File: config.mk
export PLATFORM = sky130hd
export DESIGN_NAME = instr_realign
export DESIGN_NICKNAME = d
export VERILOG_FILES = /design/src/rtl/instr_pkg.sv /design/src/rtl/count_ones.sv /design/src/rtl/instr_realign.sv
export SDC_FILE = /design/constraint.sdc
export NUM_CORES = 1
export LEC_CHECK = 0
export CAP_MARGIN = 20
export CORE_AREA = 8 8 116 118
export DETAILED_ROUTE_END_ITERATION = 8
export DIE_AREA = 0 0 124 126
export PLACE_DENSITY = 0.85
export SKIP_LAST_GASP = 1
export SLEW_MARGIN = 15
export SYNTH_ARGS = -nofsm -noshare
export SYNTH_HDL_FRONTEND = slang
export SYNTH_SLANG_ARGS = --single-unit
File: constraint.sdc
create_clock -name clk -period 8.5 [get_ports clk]
set_input_delay 1.275 -clock clk [delete_from_list [all_inputs] [get_ports clk]]
set_output_delay 1.275 -clock clk [all_outputs]
set_load 0.1 [all_outputs]
File: src/rtl/instr_pkg.sv
// Shared constants and state type for the instruction realignment block.
package instr_pkg;

    // Default slot count and data width
    localparam int unsigned NUM_INSTR_DEFAULT     = 4;
    localparam int unsigned NUM_DATA_BITS_DEFAULT = 64;

    // IDLE passes a cycle straight through; HOLD waits for the second half of a split set
    typedef enum logic {
        IDLE = 1'b0,
        HOLD = 1'b1
    } state_t;

endpackage

File: src/rtl/count_ones.sv
// Combinational population count of a bit vector.
module count_ones #(
    parameter int unsigned WIDTH     = 4,
    parameter int unsigned CNT_WIDTH = $clog2(WIDTH + 1)
) (
    input  logic [WIDTH-1:0]     bits,
    output logic [CNT_WIDTH-1:0] ones
);

    // Sum every set bit
    always_comb begin
        ones = '0;
        for (int i = 0; i < WIDTH; i++) begin
            ones = ones + CNT_WIDTH'(bits[i]);
        end
    end

endmodule

File: src/rtl/instr_realign.sv
// Rebuilds an instruction set that the delaying side may split over two cycles,
// presenting it (with its issue-cycle data) as one registered aligned output.
module instr_realign
    import instr_pkg::*;
#(
    parameter int unsigned NUM_INSTR     = NUM_INSTR_DEFAULT,
    parameter int unsigned NUM_DATA_BITS = NUM_DATA_BITS_DEFAULT,
    parameter int unsigned CNTWIDTH      = $clog2(NUM_INSTR + 1)
) (
    input  logic                     clk,
    input  logic                     rst,
    input  logic [NUM_INSTR-1:0]     orig_instructions,
    input  logic [NUM_INSTR-1:0]     delayed_instructions,
    input  logic [NUM_DATA_BITS-1:0] data_in,
    output logic                     aligned_valid,
    output logic [NUM_INSTR-1:0]     aligned_instructions,
    output logic [NUM_DATA_BITS-1:0] data_out,
    output logic [CNTWIDTH-1:0]      count,
    output logic                     error
);

    state_t                   state_q, state_d;
    logic [NUM_INSTR-1:0]     cap_instr_q, cap_instr_d;
    logic [NUM_INSTR-1:0]     cap_part_q, cap_part_d;
    logic [NUM_DATA_BITS-1:0] cap_data_q, cap_data_d;
    logic                     valid_d;
    logic [NUM_INSTR-1:0]     aligned_d;
    logic [NUM_DATA_BITS-1:0] data_d;
    logic                     error_d;

    logic [NUM_INSTR-1:0]     extra_bits;
    logic [NUM_INSTR-1:0]     merged;

    // Slots presented that were never issued, and the completed set while holding
    assign extra_bits = delayed_instructions & ~orig_instructions;
    assign merged     = cap_part_q | delayed_instructions;

    // Next-state, capture and output decode
    always_comb begin
        state_d     = state_q;
        cap_instr_d = cap_instr_q;
        cap_part_d  = cap_part_q;
        cap_data_d  = cap_data_q;
        valid_d     = 1'b0;
        aligned_d   = '0;
        data_d      = '0;
        error_d     = error_q_dummy();

        unique case (state_q)
            IDLE: begin
                if ((delayed_instructions == orig_instructions) || (extra_bits != '0)) begin
                    // Whole set (or an illegal one, flagged but still passed through)
                    valid_d   = 1'b1;
                    aligned_d = orig_instructions;
                    data_d    = data_in;
                    if (extra_bits != '0) begin
                        error_d = 1'b1;
                    end
                end else begin
                    // Only part of the set arrived: park it and emit a bubble
                    cap_instr_d = orig_instructions;
                    cap_part_d  = delayed_instructions;
                    cap_data_d  = data_in;
                    state_d     = HOLD;
                end
            end
            HOLD: begin
                valid_d     = 1'b1;
                aligned_d   = merged;
                data_d      = cap_data_q;
                cap_instr_d = '0;
                cap_part_d  = '0;
                cap_data_d  = '0;
                state_d     = IDLE;
                // New issue during the wait, duplicated slots, or an incomplete set
                if ((orig_instructions != '0) ||
                    ((delayed_instructions & cap_part_q) != '0) ||
                    (merged != cap_instr_q)) begin
                    error_d = 1'b1;
                end
            end
            default: begin
                state_d = IDLE;
            end
        endcase
    end

    // Sticky error is read back from the output register
    function automatic logic error_q_dummy();
        return error;
    endfunction

    // State, capture and registered outputs; reset clears everything at once
    always_ff @(posedge clk or posedge rst) begin
        if (rst) begin
            state_q              <= IDLE;
            cap_instr_q          <= '0;
            cap_part_q           <= '0;
            cap_data_q           <= '0;
            aligned_valid        <= 1'b0;
            aligned_instructions <= '0;
            data_out             <= '0;
            error                <= 1'b0;
        end else begin
            state_q              <= state_d;
            cap_instr_q          <= cap_instr_d;
            cap_part_q           <= cap_part_d;
            cap_data_q           <= cap_data_d;
            aligned_valid        <= valid_d;
            aligned_instructions <= aligned_d;
            data_out             <= data_d;
            error                <= error_d;
        end
    end

    // Count follows the registered aligned set, so it is zero on bubbles
    count_ones #(
        .WIDTH    (NUM_INSTR),
        .CNT_WIDTH(CNTWIDTH)
    ) u_count_ones (
        .bits(aligned_instructions),
        .ones(count)
    );

endmodule

==> impl_metrics.yaml <==
run_status:
  status: "finished clean"
yosys:
  synth_compound_area_frac: 0.240
  synth_simple_gate_area_frac: 0.115
  synth-adder-area-share: 0.0154
  yosysSeqAreaShare: 0.579
  ys_types: 28
  synth_area_per_cell_um2: 9.26
  synth.area.mux_share: 0
  netlist_area_um2: 6180
  synth_nets: 748
  synth.yosys.warnings: 0
  synth_xor_area_frac: 0
  ys_ff_latch: 143
  synth_cells: 667
  synth_top_family_by_area: "compound AO/OA/AOI/OAI gates"
clock_tree:
  h-tree-depth: 4
  cts_resized: 0
  hold_buffers: 0
  clockBufferDepth: 2
  cts_tree: "yes"
  post-cts-setup-buffer-count: 0
  clk_pin_slew_ps: 60
  cts_root_buf: "clkbuf_16"
  clock_sinks: 143
  insertion_delay_ps: 420
  cts-buffers-inserted: 17
power_and_ir_drop:
  p_leak_nw: 3.35
  power_density_nw_per_um2: 279
  peakVddDrop_v: 0.000234
hold_path:
  hold_depth: 2
  hp-start: "cap_data_q[57]$_DFFE_PP0P_"
  hold_end: "data_out[57]$_DFF_PP0_"
  min_path_type: "reg2reg"
grt:
  grt_max_degree: 143
  grt_pass1_wl_um: 25900
  antenna_found_initial: 0
  grt_util_all_layers: 0.206
  grt_pass1_vias: 5218
  gr-total-overflow: 0
floorplan:
  io_pins: 147
  initial_core_util: 0.528
  rows: 40
  core_area_um2: 11700
  die_h_um: 126
  die_w_um: 124
  die_area_um2: 15600
place:
  place_congestion: 0.865
  place_inst: 895
  io_buffer_count: 146
  hpwl_um: 9610
worst_setup_path:
  r2r_slack_ps: 6380
  cp_cell_sequence: "ha_1 -> fa_1 -> ha_1 -> clkdlybuf4s50_1"
  arrival_ps: 2890
  worstPathRequired_ps: 7220
  cpPeakStageDelay_ps: 1120
  r2r_start: "state_q$_DFF_PP0_"
  path_class: "reg2out"
  worst-path-buf-inv: 1
  rr_worst_depth: 4
  r2r_end: "error$_DFFE_PP0P_"
  start_kind: "flip-flop"
  cp_max_fo: 2
  path_common_cell: "ha_1"
  critPathCaptureType: "output pin"
  crit_family: "buffers and inverters"
  cpMaxStageDelayCell: "clkdlybuf4s50_1"
sta:
  finalHoldViolCount: 0
  final_max_slew_viol_count: 0
  fin_tns_setup_ps: 0
  finalCritPeriodShare: 0.490
  worst_pin_slew_ps: 1030
  relSlewSlack: 0.310
  fin_skew_ps: 5.38
  finalCriticalPeriod_ps: 4160
  rsz0062_at_grt: "false"
  setup_viol: 0
  fmax_mhz: 240
layout:
  final_net_count: 851
  syn_to_final_growth_pct: 33.2
  drive_gt1_frac: 0.0537
  final_cells: 929
  diodes: 0
drt:
  drt_iter0_markers: 678
  ant_nets: 0
  wirelength_um: 16200
  vias: 5528
  drcViolationCount: 0
  firstDrtPassIters: 6
  drt-wirelength-per-cell_um: 17.5
  vias_per_cell: 5.95
run:
  cap_violations: 0
[layout make-up]
class,instances,area [um2]
multi-input combinational,449,2290
clock buffer,25,505
fill,875,3480
timing repair buffer,153,1560
sequential,143,3580
inverter,6,27.5
tap,147,184
clock inverter,6,80.1
[Yosys cell counts]
master    count  area share
nor3_1        4      0.0032
nor4_1        1      0.0010
and4_1        1      0.0014
buf_4         1      0.0012
nor2b_1       1      0.0010
o21ai_1      14       0.011
dfrtp_1     143        0.58
inv_1         5      0.0030
nor3_4        1      0.0026
inv_2         1     0.00061
a21oi_1      72       0.058
ha_1          6       0.012
a222oi_1      1      0.0016
buf_6         2      0.0036
o21a_1        4      0.0049
o21ai_0     198        0.16
o31a_1        1      0.0014
nor4_4        1      0.0034
nand4_1       2      0.0020
nand2_1      65       0.039
clkbuf_1     58       0.035
buf_2         1     0.00081
nand3_1      72       0.058
fa_1          1      0.0032
or4_4         1      0.0018
clkbuf_2      7      0.0057
o22ai_1       2      0.0020
or3_1         1      0.0010
[worst max-delay path by stage]
stage	startpoint	end	slack, ps	cells after the start
6_report	aligned_instructions[0]$_DFF_PP0_	count[1]	4340	4
5_1_grt	aligned_instructions[0]$_DFF_PP0_	count[1]	4260	4
4_1_cts	aligned_instructions[0]$_DFF_PP0_	count[1]	4320	4
3_5_place_dp	orig_instructions[1]	error$_DFFE_PP0P_	4610	6
3_3_place_gp	orig_instructions[1]	error$_DFFE_PP0P_	4710	6
2_1_floorplan	rst	aligned_instructions[0]$_DFF_PP0_	3390	1
[through the flow]
step                instance area [um2]  power (mW)  hold WS, ps  setup WS, ps  utilization
finish                             8230        2.30          469          4340        0.703
global route                       8230        2.38          491          4260        0.703
CTS                                8160        2.30          476          4320        0.697
detailed placement                 7580        1.57          462          4610        0.647
global placement                   7580        1.55          453          4710        0.647
floorplan                          6180        1.38          444          3390            -
[worst min-delay path, cell delays in order (launching register included)]
cell	delay (ps)
dfrtp_1	340
nand2_1	40
o21ai_0	60
[routing by layer]
metal  GRT usage  vias up  part of all wire
met5           0        -                 0
met4      0.0973        0             0.026
met3      0.0447       37             0.063
met2       0.340      234              0.52
met1       0.251     2708              0.39
li1            -     2549                 -
[cells by family after synthesis]
group,Yosys count
buffers and inverters,75
adders and majority gates,7
and+or+nand+nor,150
AOI/OAI and AO/OA,292
DFF,143
[registers in the layout (all words and copies together), names as in the netlist]
register	count
aligned_instructions	4
aligned_valid	1
cap_data_q	64
cap_instr_q	4
cap_part_q	4
data_out	64
error	1
state_q	1
[placed cells by master, fill, tap and decap left out, drive strengths merged, types with 5 or more instances in the layout]
cell | synthesis | final
dfrtp | 143 | 143
clkdlybuf4s50 | 0 | 146
nand2 | 65 | 65
inv | 6 | 6
clkbuf | 65 | 25
ha | 6 | 6
o21ai | 212 | 212
a21oi | 72 | 72
nand3 | 72 | 72
nor3 | 5 | 5
buf | 4 | 7
[report_power, final]
group	internal [mW]	switching, mW
Combinational	0.182	0.555
Sequential	0.780	0.0479
Clock	0.467	0.263
Total	1.43	0.866
Note: power is estimated with default switching activity, not from simulation.
==> variant 1 (same flow settings) <==
Reset style: synchronous (`rst`), changed in one clocked block.
--- a/src/rtl/instr_realign.sv
+++ b/src/rtl/instr_realign.sv
@@ -93,3 +93,3 @@
     // State, capture and registered outputs; reset clears everything at once
-    always_ff @(posedge clk or posedge rst) begin
+    always_ff @(posedge clk) begin
         if (rst) begin
Function: differs if rst is asserted again (counterexample within 4 cycles, from zero or initial values and one cycle with rst high); with rst held inactive, the same outputs for 10 cycles.
==> variant 1 against the unedited design <==
  * Core utilization down 7.1 points
  * Area after synthesis down 12%
  * Wire length down 9.2%
  * Synthesized cell count down 12%
  * Total power down 19%
  * Sequential power down 11%
  * Sequential cell count unchanged
  * Non-clock buffer count unchanged
  * Worst setup slack better by 0.044 ns
  * Maximum frequency up 1.1%
  * Cell area down 10%
  * Highest routed layer unchanged
==> variant 1: results (changes against the unedited design) <==
Area after DPL -> 6810 um2 (-10%)
initial antenna violation count -> 0 (unchanged)
r2r setup slk -> 6.08 ns (-0.30 ns)
peak per-stage delay on the critical path -> 1.12 ns (about the same)
Iteration-0 DRC Markers -> 596 (-12%)
CTS H-tree lvls -> 4 (unchanged)
Post-Synth XOR/XNOR Area -> 0% (unchanged)
worst-case reg-to-reg path depth -> 3 (-1)
Synth top cells by count -> dfxtp_1 (143), a21oi_1 (94), nand3_1 (73)
number of flops mapped to enable cells by yosys -> 0 (unchanged)
global placer's final weighted congestion -> 0.732 (-15%)
Vias/cell -> 5.67 (-4.8%)
Pre-Repair DR Iteration Count -> 6 (unchanged)
largest net degree at the start of global routing -> 95 (-34%)
Synth Warn # -> 0 (unchanged)
sequential-to-total area share from yosys stat -> 52.5% (-5.4 points)
CTS root buf -> clkbuf_16
Final Skew -> 0.00679 ns (+0.00141 ns)
measured slew at the worst slew-check pin -> 1.04 ns (+0.00722 ns)
NumNets Final -> 782 (-8.1%)
clk buf depth -> 2 (unchanged)
syn_nets -> 671 (-10%)
Reg2Reg Capture Point -> aligned_instructions[3]
ranking of synthesized cells by area -> dfxtp_1 (53%), a21oi_1 (8.6%), a22o_1 (7.2%), nand3_1 (6.7%), o21ai_1 (5.5%)
status -> complete, no violations
post_cts resized -> 0 (unchanged)
count of cell types in the netlist -> 33 (+18%)
total track usage -> 18.2% (-2.5 points)
first-pass GRT wire length -> 22800 um (-12%)
Avg WL per Cell -> 17.2 um (-1.7%)
share of layout cells above drive strength 1 -> 5.91% (+0.54 points)
vias in the first global route -> 4544 (-13%)
family with the most delay on the worst path -> buffers and inverters
CP Max Fanout -> 2 (unchanged)
antenna fix cells -> 0 (unchanged)
HP Class -> reg -> reg
hold path start -> cap_data_q[7]
worst hold margin -> 0.449 ns (-0.0205 ns)
Remaining DRCs -> 0 (unchanged)
fraction of synthesized area in multiplexers -> 0% (unchanged)
hpwl dp -> 9520 um (-0.94%)
peak supply drop -> 0.163 mV (-30%)
Worst EP arrival -> 2.84 ns (-0.05 ns)
Hold EP -> data_out[7]
ys async rst share -> 0% (-100 points)
compound-cell area share of the yosys netlist -> 27.0% (+3.0 points)
Hold Buf Count CTS -> 0 (unchanged)
post-synthesis adder-cell area fraction -> 1.75% (+0.21 points)
number of fill cells -> 916 (+4.7%)
Post-CTS Setup Bufs -> 0 (unchanged)
LEAKAGE -> 2.67 nW (-20%)
Critical R2R Launch -> state_q
-- variant 1: cell families after synthesis --
logic type | after synthesis
compound gates | 249
flops | 143
simple gates | 125
buf+inv | 66
fa+ha+maj | 7
-- variant 1: worst max path at each step --
stage	from	end	slack, ns	cells after the start
3_3_place_gp	orig_instructions[1]	cap_data_q[8]	4.71	7
4_1_cts	aligned_instructions[0]	count[1]	4.35	4
2_1_floorplan	aligned_instructions[1]	count[1]	4.70	3
6_report	aligned_instructions[0]	count[1]	4.38	4
5_1_grt	aligned_instructions[0]	count[1]	4.33	4
3_5_place_dp	orig_instructions[3]	data_out[4]	4.58	7
-- variant 1: worst register-to-register path: stages, from the launching register on --
cell,delay (ns)
dfxtp_2,0.92
nor2b_4,0.98
o21ai_0,0.20
a21bo_2,0.26
-- variant 1: metrics by stage --
step / util [%] / setup WS (ns) / std cells
after detailed placement: 58.1 / 4.58 / 828
after floorplan: - / 4.70 / 590
after global routing: 63.2 / 4.33 / 858
final: 63.2 / 4.38 / 858
after CTS: 62.9 / 4.35 / 857
after global placement: 58.1 / 4.71 / 828
-- variant 1: final cells by class --
class                           instances  area, um2  area share, %
Inverter                                5       18.8          0.254
Sequential cell                       143       2860           38.7
Multi-Input combinational cell        381       2230           30.2
Tap cell                              147        184           2.49
Clock inverter                          7       87.6           1.18
Clock buffer                           22        474           6.41
Timing Repair Buffer                  153       1530           20.7
-- variant 1: routing by layer --
metal  wire length [um]  GRT usage, %  vias up  share of wire, %
li1                   -             -     2347                 -
met1               6160          21.2     2276                42
met2               7120          30.6      222                48
met3               1260          5.59       18               8.6
met4                190          6.44        0               1.3
met5                  0             0        -                 0
-- variant 1: where the power goes --
| group | switching (W) | internal (W) |
|---|---|---|
| combinational | 0.000299 | 0.000122 |
| sequential | 0.0000242 | 0.000717 |
| clock | 0.000260 | 0.000447 |
| total | 0.000583 | 0.00129 |
==> variant 2 (config.mk and constraints unchanged) <==
Made on the original files. Change the package constant `NUM_INSTR_DEFAULT` from 4 to 2.
--- a/src/rtl/instr_pkg.sv
+++ b/src/rtl/instr_pkg.sv
@@ -4,3 +4,3 @@
     // Default slot count and data width
-    localparam int unsigned NUM_INSTR_DEFAULT     = 4;
+    localparam int unsigned NUM_INSTR_DEFAULT     = 2;
     localparam int unsigned NUM_DATA_BITS_DEFAULT = 64;
Interface: changed (resized aligned_instructions, count, delayed_instructions and orig_instructions); port bits go from 147 to 140. No check against the original RTL was run, so the function may have changed too.
==> variant 2 against the unedited design <==
  * Cell area down 15%
  * Global-route usage shrank 5.6 points
  * Count of clock-buffer cells in the layout unchanged
  * Critical path depth is 4 higher
  * Total power down 1.3%
  * Cell count decreased by 34%
  * Combinational power barely moved
  * Sequential cell count is 6 lower
  * Area after synthesis decreased by 20%
  * Worst setup slack improved by 0.58 ns
  * Synthesized cell count shrank 52%
  * Wire length decreased by 29%
  * First-iteration DRC count decreased by 57%
==> variant 2: results (changes against the unedited design) <==
status -> complete, no violations
Port Buffers -> 139 (-4.8%)
ranking of synthesized cells by area -> dfrtp_1 (69%), a22o_1 (24%), buf_6 (1.8%), clkbuf_1 (1.1%), ha_1 (0.76%)
non-filler instance count after layout -> 611 (-34%)
hpwl dp -> 7490 um (-22%)
Avg Inst Size Synth -> 15.5 um2 (+67%)
first-pass GRT wire length -> 18400 um (-29%)
Placed Instances -> 579 (-35%)
Worst EP arrival -> 3.91 ns (+1.02 ns)
hold path start -> cap_data_q[49]
LEAKAGE -> 3.22 nW (-4.0%)
Iteration-0 DRC Markers -> 291 (-57%)
sequential-to-total area share from yosys stat -> 69.5% (+12 points)
vias in the first global route -> 3473 (-33%)
global placer's final weighted congestion -> 0.719 (-17%)
Hold EP -> data_out[49]
Reg2Reg Capture Point -> cap_data_q[0]
NumNets Final -> 525 (-38%)
share of layout cells above drive strength 1 -> 8.41% (+3.0 points)
worst-case reg-to-reg path depth -> 5 (+1)
total number of vias -> 3326 (-40%)
max_slew headroom -> 29.6% (-1.4 points)
total track usage -> 15.1% (-5.6 points)
Final Skew -> 0.0112 ns (+0.00584 ns)
final WL -> 11400 um (-29%)
CP Max Fanout -> 76 (+74)
DP Worst Slack -> 4.10 ns (-0.514 ns)
Pre-Repair DR Iteration Count -> 4 (-2)
variant 2: through the flow:
step | hold slack, ns | area, um2 | util (%)
after floorplan | 0.474 | 4930 | -
after global placement | 0.482 | 6370 | 54.4
after detailed placement | 0.488 | 6370 | 54.4
after CTS | 0.498 | 6970 | 59.5
after global routing | 0.513 | 6990 | 59.7
final | 0.496 | 6990 | 59.7
variant 2: cell families after synthesis:
logic type	Yosys count	share of synthesized area, %
compound gates	138	24.8
flops	137	69.5
buf+inv	33	3.90
simple gates	5	0.710
fa+ha+maj	3	0.761
xor+xnor	2	0.355
variant 2: final cells by class:
| cell class | instances | area (um2) |
|---|---|---|
| Sequential cell | 137 | 3430 |
| Inverter | 4 | 20.0 |
| Fill cell | 897 | 4720 |
| Clock inverter | 6 | 87.6 |
| Tap cell | 147 | 184 |
| Timing Repair Buffer | 144 | 1440 |
| Clock buffer | 25 | 505 |
| Multi-Input combinational cell | 148 | 1320 |
variant 2: worst max-delay path by stage:
stage	startpoint	endpoint	slack, ns	depth (start not counted)
4_1_cts	orig_instructions[1]	cap_data_q[0]	4.52	7
2_1_floorplan	rst	aligned_instructions[0]	3.56	1
3_3_place_gp	orig_instructions[1]	cap_data_q[7]	4.26	7
5_1_grt	orig_instructions[1]	cap_data_q[0]	4.74	8
3_5_place_dp	orig_instructions[1]	cap_data_q[25]	4.10	7
6_report	orig_instructions[1]	cap_data_q[0]	4.92	8
variant 2: critical path: stages:
cell and delay, ns:
clkdlybuf4s50_1 0.53, inv_1 0.07, ha_1 0.35, a211oi_1 0.12, nor2_4 0.36, buf_12 0.27
buf_4 0.61, a22o_1 0.27
variant 2: report_power, final:
part | leakage (nW) | internal [W] | switching, W
logic | 1.16 | 0.000201 | 0.000536
clock network | 0.293 | 0.000469 | 0.000257
registers | 1.76 | 0.000756 | 0.0000467
total | 3.22 | 0.00143 | 0.000840
variant 2: per-layer routing:
metal / global-route usage, % / vias to the layer above / share of wire [%]
met5: 0 / - / 0
met4: 6.58 / 0 / 1.7
met3: 6.08 / 16 / 7.7
met2: 22.9 / 112 / 48
met1: 18.4 / 1705 / 42
li1: - / 1493 / -
